`src/rtl/output_slice_buffer.sv`:
```
// output_slice_buffer
// Buffers wide activation words (N_DIM_ARRAY signed lanes of ACT_DATA_WIDTH
// bits, each with a base address) in a small FIFO. It then emits them as
// narrower OUT_LANES slices with per-slice addresses over a valid/ready port.
// Draining starts when occupancy reaches a mode-dependent threshold (full FIFO
// in CNN mode, FC_THRESHOLD otherwise) or on a flush pulse.
// Optional build macro OUTPUT_SLICE_BUFFER_DROP_CNT_EN adds a saturating
// 16-bit drop_cnt output that counts writes rejected while the FIFO is full.
module output_slice_buffer #(
  parameter int N_DIM_ARRAY    = 8,
  parameter int ACT_DATA_WIDTH = 8,
  parameter int OUT_LANES      = 4,
  parameter int DEPTH          = 8,
  parameter int FC_THRESHOLD   = 2
) (
  input  logic                                  clk,
  input  logic                                  reset,
  input  logic [2:0]                            mode,
  input  logic [N_DIM_ARRAY*ACT_DATA_WIDTH-1:0] input_word,
  input  logic [31:0]                           input_addr,
  input  logic                                  input_en,
  output logic                                  input_ready,
  input  logic                                  flush,
  output logic [OUT_LANES*ACT_DATA_WIDTH-1:0]   output_word,
  output logic [31:0]                           output_addr,
  output logic                                  output_en,
  input  logic                                  output_ready
`ifdef OUTPUT_SLICE_BUFFER_DROP_CNT_EN
  ,
  output logic [15:0]                           drop_cnt
`endif
);

  localparam int SLICES = N_DIM_ARRAY / OUT_LANES;
  localparam int IN_W   = N_DIM_ARRAY * ACT_DATA_WIDTH;
  localparam int OUT_W  = OUT_LANES * ACT_DATA_WIDTH;
  localparam int AW     = $clog2(DEPTH);
  localparam int OCC_W  = AW + 1;
  localparam int SW     = (SLICES > 1) ? $clog2(SLICES) : 1;

  localparam logic [OCC_W-1:0] OCC_FULL   = OCC_W'(DEPTH);
  localparam logic [OCC_W-1:0] OCC_FC_THR = OCC_W'(FC_THRESHOLD);
  localparam logic [SW-1:0]    SLICE_LAST = SW'(SLICES - 1);
  localparam logic [31:0]      SLICES_32  = 32'(SLICES);

  typedef enum logic {IDLE, DRAIN} state_t;

  state_t           state;
  logic [IN_W-1:0]  mem_word [DEPTH];
  logic [31:0]      mem_addr [DEPTH];
  logic [AW-1:0]    wr_ptr;
  logic [AW-1:0]    rd_ptr;
  logic [OCC_W-1:0] occ;
  logic [SW-1:0]    slice_cnt;
  logic             mode_cnn;

  logic             wr_acc;
  logic             out_fire;
  logic             last_slice;
  logic             rd_done;
  logic [OCC_W-1:0] occ_rd;
  logic [OCC_W-1:0] occ_nxt;
  logic [AW-1:0]    rd_ptr_nxt;
  logic [SW-1:0]    slice_nxt;
  logic             bypass;
  logic [IN_W-1:0]  src_word;
  logic [31:0]      src_addr;
  logic [IN_W-1:0]  src_shift;
  logic [OUT_W-1:0] slice_word;
  logic [31:0]      slice_addr;
  logic             load;
  logic [OCC_W-1:0] threshold;
  logic             start_drain;

  assign input_ready = (occ != OCC_FULL);

  // Next-state datapath: handshakes, pointer/occupancy updates, and next slice.
  always_comb begin
    wr_acc      = input_en && input_ready;
    out_fire    = output_en && output_ready;
    last_slice  = (slice_cnt == SLICE_LAST);
    rd_done     = out_fire && last_slice;
    occ_rd      = occ - OCC_W'(rd_done);
    occ_nxt     = occ_rd + OCC_W'(wr_acc);
    rd_ptr_nxt  = rd_ptr + AW'(rd_done);
    slice_nxt   = slice_cnt;
    if (out_fire) begin
      slice_nxt = last_slice ? '0 : slice_cnt + SW'(1);
    end
    // When the only remaining entry is being written this very cycle, it is
    // not in the array yet, so it is taken straight from the input port.
    bypass      = (occ_rd == '0) && wr_acc;
    src_word    = bypass ? input_word : mem_word[rd_ptr_nxt];
    src_addr    = bypass ? input_addr : mem_addr[rd_ptr_nxt];
    src_shift   = src_word >> (OUT_W * slice_nxt);
    slice_word  = src_shift[OUT_W-1:0];
    slice_addr  = src_addr * SLICES_32 + 32'(slice_nxt);
    load        = (state == DRAIN) && (!output_en || out_fire);
    threshold   = mode_cnn ? OCC_FULL : OCC_FC_THR;
    start_drain = (occ >= threshold) || (flush && (occ != '0));
  end

  // Entry storage; holds data only, so it needs no reset.
  always_ff @(posedge clk) begin
    if (wr_acc) begin
      mem_word[wr_ptr] <= input_word;
      mem_addr[wr_ptr] <= input_addr;
    end
  end

  // FIFO control: pointers, occupancy, and mode latched on a write into empty.
  always_ff @(posedge clk or negedge reset) begin
    if (!reset) begin
      wr_ptr   <= '0;
      rd_ptr   <= '0;
      occ      <= '0;
      mode_cnn <= 1'b0;
    end else begin
      if (wr_acc) begin
        wr_ptr <= wr_ptr + AW'(1);
      end
      rd_ptr <= rd_ptr_nxt;
      occ    <= occ_nxt;
      if (wr_acc && (occ == '0)) begin
        mode_cnn <= (mode == 3'd1);
      end
    end
  end

  // Drain FSM with registered slice outputs; output_word is zero while idle.
  always_ff @(posedge clk or negedge reset) begin
    if (!reset) begin
      state       <= IDLE;
      slice_cnt   <= '0;
      output_en   <= 1'b0;
      output_word <= '0;
      output_addr <= '0;
    end else begin
      case (state)
        IDLE: begin
          if (start_drain) begin
            state <= DRAIN;
          end
        end
        DRAIN: begin
          if (load) begin
            if (occ_nxt == '0) begin
              state       <= IDLE;
              slice_cnt   <= '0;
              output_en   <= 1'b0;
              output_word <= '0;
              output_addr <= '0;
            end else begin
              slice_cnt   <= slice_nxt;
              output_en   <= 1'b1;
              output_word <= slice_word;
              output_addr <= slice_addr;
            end
          end
        end
        default: state <= IDLE;
      endcase
    end
  end

`ifdef OUTPUT_SLICE_BUFFER_DROP_CNT_EN
  function automatic logic [15:0] sat_inc16(input logic [15:0] v);
    return (v == 16'hFFFF) ? v : v + 16'd1;
  endfunction

  // Count writes rejected because the FIFO was full, saturating at all-ones.
  always_ff @(posedge clk or negedge reset) begin
    if (!reset) begin
      drop_cnt <= '0;
    end else if (input_en && !input_ready) begin
      drop_cnt <= sat_inc16(drop_cnt);
    end
  end
`endif

endmodule

```
`config.mk`:
```
export PLATFORM = sky130hd
export DESIGN_NAME = output_slice_buffer
export DESIGN_NICKNAME = d
export VERILOG_FILES = /design/src/rtl/output_slice_buffer.sv
export SDC_FILE = /design/constraint.sdc
export NUM_CORES = 1
export LEC_CHECK = 0
export CAP_MARGIN = 25
export CORE_MARGIN = 5
export CORE_UTILIZATION = 55
export CTS_CLUSTER_SIZE = 24
export DETAILED_ROUTE_END_ITERATION = 16
export PLACE_DENSITY = 0.72
export SYNTH_ARGS = -nofsm -noshare
export SYNTH_HDL_FRONTEND = slang
export SYNTH_SLANG_ARGS = --single-unit
```
`constraint.sdc`:
```
create_clock -name clk -period 28.6 [get_ports clk]
set_input_delay 5.72 -clock clk [delete_from_list [all_inputs] [get_ports clk]]
set_output_delay 5.72 -clock clk [all_outputs]
set_load 0.005 [all_outputs]
```
==> results of run 1 <==
-- routing by layer --
layer,vias to the layer above,GRT usage (%)
met5,-,0
met1,9950,33.4
met4,10,7.52
li1,8452,-
met2,927,39.5
met3,156,5.08
-- how the worst min path moves through the flow --
stage | startpoint | to | cells after the start
after floorplan | output_addr[10] | output_addr[10] | 2
after global routing | output_addr[21] | output_addr[21] | 2
after detailed placement | output_addr[25] | output_addr[25] | 2
final | output_addr[25] | output_addr[25] | 2
after CTS | output_addr[25] | output_addr[25] | 2
after global placement | output_addr[19] | output_addr[19] | 2
-- metrics by stage --
step                worst slack, ns  hold slack [ns]  instance area, um^2
finish                        18.92            0.478                38600
CTS                           18.63            0.480                38600
global placement              18.04            0.459                35900
detailed placement            18.00            0.467                35900
floorplan                     12.19            0.473                33400
global route                  18.74            0.504                38600
-- power breakdown --
group          internal [mW]  switching [mW]  total, mW
Clock                  0.627           0.451       1.08
Combinational          0.667           0.963       1.63
Sequential              1.56          0.0862       1.65
-- cells in the mapped netlist, types with 2 or more instances --
| master | number | area share (%) |
|---|---|---|
| buf_6 | 2 | 0.067 |
| a221oi_1 | 63 | 1.7 |
| nand3_1 | 64 | 0.96 |
| o22ai_1 | 31 | 0.58 |
| buf_2 | 41 | 0.61 |
| nor2_2 | 2 | 0.037 |
| edfxtp_1 | 760 | 68 |
| nand2b_1 | 3 | 0.056 |
| nand2_1 | 325 | 3.6 |
| mux2i_1 | 97 | 2.9 |
| clkbuf_1 | 74 | 0.83 |
| buf_1 | 2 | 0.022 |
| nor3b_1 | 2 | 0.045 |
| dfrtp_1 | 77 | 5.8 |
| nor4_1 | 34 | 0.64 |
| buf_4 | 17 | 0.38 |
| xnor2_1 | 5 | 0.13 |
| o31ai_1 | 30 | 0.67 |
| a21oi_1 | 63 | 0.94 |
| inv_1 | 40 | 0.45 |
| nor3b_2 | 2 | 0.075 |
| nor3_1 | 4 | 0.060 |
| o21ai_0 | 62 | 0.93 |
| mux4_2 | 96 | 6.5 |
| a2111oi_0 | 31 | 0.81 |
| o21ai_1 | 2 | 0.030 |
| and2_1 | 4 | 0.075 |
| ha_1 | 10 | 0.37 |
| a2bb2oi_1 | 63 | 1.7 |
| nor2_1 | 34 | 0.38 |
-- area by class of cell --
type / instances / area [um^2] / area share [%]
Sequential cell: 837 / 24700 / 64.0
Multi-Input combinational cell: 1042 / 7990 / 20.7
Clock buffer: 122 / 2350 / 6.08
Timing Repair Buffer: 212 / 2040 / 5.28
Tap cell: 782 / 978 / 2.53
Clock inverter: 36 / 353 / 0.913
Inverter: 41 / 161 / 0.418
Antenna cell: 7 / 17.5 / 0.0453
-- state kept, by name, indices dropped and copies added (netlist names) --
signal	count
output_en	1
output_word	32
occ	4
wr_ptr	3
rd_ptr	3
output_addr	32
mem_word	512
state	1
mem_addr	248
mode_cnn	1
-- critical path: stages --
cell             delay (ns)
clkdlybuf4s50_1        0.50
and2_1                 0.22
ha_4                   0.18
ha_1                   0.21
ha_4                   0.18
xnor2_4                0.13
buf_4                  0.33
inv_8                  0.61
buf_4                  0.86
mux4_2                 0.41
a2111oi_0              0.59
o31ai_1                0.14
-- kinds of logic (layout without fill, tap and decap cells) --
logic type / Yosys count / after routing / share of synthesized area [%]
other: 0 / 7 / 0
xor gates and xnor gates: 7 / 7 / 0.262
AOI/OAI and AO/OA: 351 / 351 / 7.44
DFF: 837 / 837 / 74.0
and+or+nand+nor: 480 / 480 / 6.10
buffers and inverters: 177 / 411 / 2.38
adders and majority gates: 10 / 10 / 0.374
muxes: 194 / 194 / 9.41
==> metrics.csv, run 1 <==
stage,metric,value,unit
cells_and_area,mostFrequentLayoutCells,"760 x edfxtp_1, 323 x nand2_1, 167 x clkdlybuf4s50_1",
clock_tree,cts_tree,built,
flow_run,max_cap_violations,0,
worst_setup_path,crit_type,input port to flop,
cells_and_area,finalNetCount,2332,
routing,wl_met1,32.1,mm
cells_and_area,areaGrowthSynthToFinish,15.6,%
clock_tree,cts-htree-levels,3,
timing,fin_crit,9.68,ns
placed_design,dpl.hpwl,41.5,mm
synthesis,yosys_register_bits,837,
synthesis,synth_nets,2170,
clock_tree,cts_setup_buffers,0,
synthesis,ys_seq_area_share,74.0,%
routing,viasPerCell,6.33,
worst_setup_path,cp-endpoint,output_addr[26],
synthesis,avgSynthCellArea,16.3,um^2
timing,finClkSkew,0.0231,ns
floorplanning,fp.dieW,257,um
grt,grt_max_degree,103,
routing,drtIter0Drc,1811,
routing,num_vias,19500,
floorplanning,dieArea,65800,um^2
routing,dr.pass1.iters,6,
worst_setup_path,crit_path_end_kind,flop,
grt,grt_pass1_wl,122,mm
timing,max_freq,0.103,GHz
routing,highest_layer,met5,
worst_setup_path,reg2reg_depth,11,
floorplanning,initial_core_util,55.5,%
clock_tree,cts_buffers,84,
placed_design,portBuffers,168,
power,power.total,4.36,mW
worst_setup_path,reg2reg_to,output_addr[26],
placed_design,dp.cells,2913,
cells_and_area,final_common_cell,edfxtp_1,
routing,wl_met3,7.06,mm
clock_tree,clock_latency,0.64,ns
grt,grt_pass1_vias,20000,
synthesis,synth_area,33400,um^2
worst_setup_path,regToRegStartpoint,output_en,
grt,antenna_found_initial,13,
cells_and_area,layout-drive-gt1-share,12.3,%
clock_tree,hold_buffers,0,
power,ir_worst_vdd,125,uV
power,p_leak,13.0,nW
synthesis,yosysUniqueCellTypes,46,
clock_tree,cts_root_buffer,clkbuf_16,
clock_tree,cts.sinks,837,
floorplanning,core_area,60200,um^2
floorplanning,rows,90,
cells_and_area,num-fill-cells,4124,
cells_and_area,fin_util,64.1,%
routing,ant_nets,0,
timing,setup_viol,0,
clock_tree,cts.path.max_buffers,3,
grt,gr-total-overflow,0,
cells_and_area,fin_cells,3079,
synthesis,synthArstFlopShare,9.20,%
power,p_per_area,113,nW/um^2
synthesis,syn_inst,2056,
routing,drc,0,
worst_setup_path,startpoint,output_ready,
status,status,finished clean,
routing,wl_met2,39.8,mm
placed_design,gp_congestion,0.745,
synthesis,synth_flop_cell,edfxtp_1,
worst_setup_path,cp.required,29.08,ns
clock_tree,cts_resized,0,
floorplanning,io_pins,170,
worst_setup_path,startpoint_type,input port,
synthesis,yosys_warnings,0,
worst_setup_path,cp_max_fo,102,
timing,maxSlewHeadroom,27.4,%
hold_path,hold_class,flop to flop,
worst_setup_path,critPathArrivalTime,10.16,ns
clock_tree,path_clk_slew,0.06,ns
timing,worstMarginPinSlew,1.09,ns
timing,drv_slew,0,
grt,grtUsageTotal,24.2,%
timing,hold_violations,0,
routing,wl_per_cell,26.3,um
synthesis,synth_edf_count,760,
routing,totalWireLength,80.8,mm
worst_setup_path,r2r_slack,24.13,ns
timing,period_share,33.8,%
timing,tns,0,ns
timing,rsz0062_at_grt,no,
floorplanning,die_h,257,um
Note: power is estimated with default switching activity, not from simulation.
==> run 2: changes to the inputs <==
Clock period 28.6 ns to 9.4 ns, I/O delays scaled along.
==> metrics.csv, run 2 (synthesis results as in run 1) <==
stage,metric,value,unit
status,status,finished clean,
worst_setup_path,crit_type,input port to flop,
timing,finClkSkew,0.0181,ns
timing,setup_viol,0,
routing,wl_per_cell,26.1,um
timing,tns,0,ns
hold_path,hold_class,flop to flop,
grt,grt_pass1_wl,122,mm
placed_design,dpl.hpwl,40.0,mm
clock_tree,path_clk_slew,0.06,ns
placed_design,placed_area,36000,um^2
placed_design,portBuffers,168,
routing,drtIter0Drc,1980,
worst_setup_path,reg2reg_to,output_word[28],
placed_design,gp_congestion,0.756,
timing,period_share,55.2,%
timing,hold_violations,0,
routing,num_vias,19300,
floorplanning,io_pins,170,
routing,drc,0,
timing,maxSlewHeadroom,28.6,%
flow_run,max_cap_violations,0,
hold_path,hp-start,output_addr[17],
cells_and_area,finalNetCount,2327,
grt,antenna_found_initial,11,
routing,totalWireLength,80.2,mm
grt,gr-total-overflow,0,
floorplanning,core_area,60200,um^2
hold_path,hold-path-cell-count,2,
clock_tree,clock_latency,0.63,ns
cells_and_area,top_register,mem_word,
worst_setup_path,r2r_slack,5.44,ns
grt,grtUsageTotal,24.2,%
floorplanning,initial_core_util,55.5,%
timing,worstMarginPinSlew,1.07,ns
clock_tree,cts_tree,built,
worst_setup_path,cp.required,9.87,ns
grt,grt_max_degree,114,
worst_setup_path,cp_max_fo,111,
cells_and_area,fin_util,64.3,%
clock_tree,cts_buffers,83,
clock_tree,cts.sinks,837,
power,ir_worst_vdd,364,uV
routing,ant_nets,0,
timing,fin_crit,5.19,ns
worst_setup_path,startpoint_type,input port,
placed_design,dp.cells,2909,
floorplanning,rows,90,
clock_tree,cts_root_buffer,clkbuf_16,
clock_tree,cts_setup_buffers,0,
cells_and_area,largest_register_ffs,512,
hold_path,hold-path-endpoint,output_addr[17],
timing,max_freq,0.193,GHz
cells_and_area,mostFrequentLayoutCells,"760 x edfxtp_1, 323 x nand2_1, 167 x clkdlybuf4s50_1",
clock_tree,cts_resized,0,
routing,viasPerCell,6.29,
floorplanning,dieArea,65800,um^2
power,p_per_area,344,nW/um^2
worst_setup_path,reg2reg_depth,11,
clock_tree,hold_buffers,0,
cells_and_area,layout-drive-gt1-share,13.0,%
grt,grt_pass1_vias,19900,
worst_setup_path,crit_path_end_kind,flop,
cells_and_area,design_area,38700,um^2
cells_and_area,areaGrowthSynthToFinish,15.8,%
worst_setup_path,critPathArrivalTime,5.66,ns
timing,holdWs,0.481,ns
worst_setup_path,regToRegStartpoint,output_en,
cells_and_area,reg_top3,"mem_word x512, mem_addr x248",
timing,rsz0062_at_grt,no,
cells_and_area,final_common_cell,edfxtp_1,
power,p_leak,13.1,nW
clock_tree,cts.path.max_buffers,3,
clock_tree,cts-htree-levels,3,
routing,dr.pass1.iters,6,
floorplanning,fp.dieW,257,um
timing,drv_slew,0,
floorplanning,die_h,257,um
cells_and_area,fin_cells,3070,
run 2: how the worst max path moves through the flow:
stage                                 end  slack (ns)    startpoint
after detailed placement  output_word[30]        3.48  output_ready
after CTS                 output_word[30]        4.13  output_ready
after global routing      output_word[30]        4.02  output_ready
after floorplan            mem_addr[6][0]       -0.50      input_en
final                     output_word[28]        4.21  output_ready
after global placement    output_word[30]        3.51  output_ready
run 2: worst max-delay path, stage by stage:
cell             delay [ns]
clkdlybuf4s50_1        0.42
and2_1                 0.17
ha_4                   0.17
ha_1                   0.20
ha_4                   0.18
xnor2_4                0.16
inv_8                  0.52
buf_4                  0.82
mux4_2                 0.43
a2bb2oi_1              0.15
a221oi_1               0.30
nor4_1                 0.09
run 2: layout make-up:
class / count / area (um^2)
diodes: 6 / 15.0
repair buffers: 208 / 2080
clock buffers: 102 / 2260
inverters: 41 / 161
clock inverters: 52 / 458
flip-flops and latches: 837 / 24700
well taps: 782 / 978
multi-input cells: 1042 / 8010
fillers: 4190 / 21500
run 2: where the power goes:
part / switching, mW / total [mW] / leakage, nW / internal (mW)
Combinational: 2.93 / 4.99 / 3.91 / 2.06
Sequential: 0.260 / 5.02 / 7.82 / 4.76
Clock: 1.38 / 3.29 / 1.35 / 1.91
run 2: layer usage:
layer	vias up	GRT usage, %	wire length (um)
li1	8417	-	-
met4	10	6.37	1750
met2	849	40.0	39600
met5	-	0	61
met3	140	5.43	6880
met1	9892	33.0	31800
run 2: through the flow:
step           total power [mW]  setup slack (ns)
4_1_cts                    13.4              4.13
6_report                   13.3              4.21
3_5_place_dp               10.1              3.48
5_1_grt                    14.0              4.02
2_1_floorplan              8.47            -0.498
3_3_place_gp               9.91              3.51
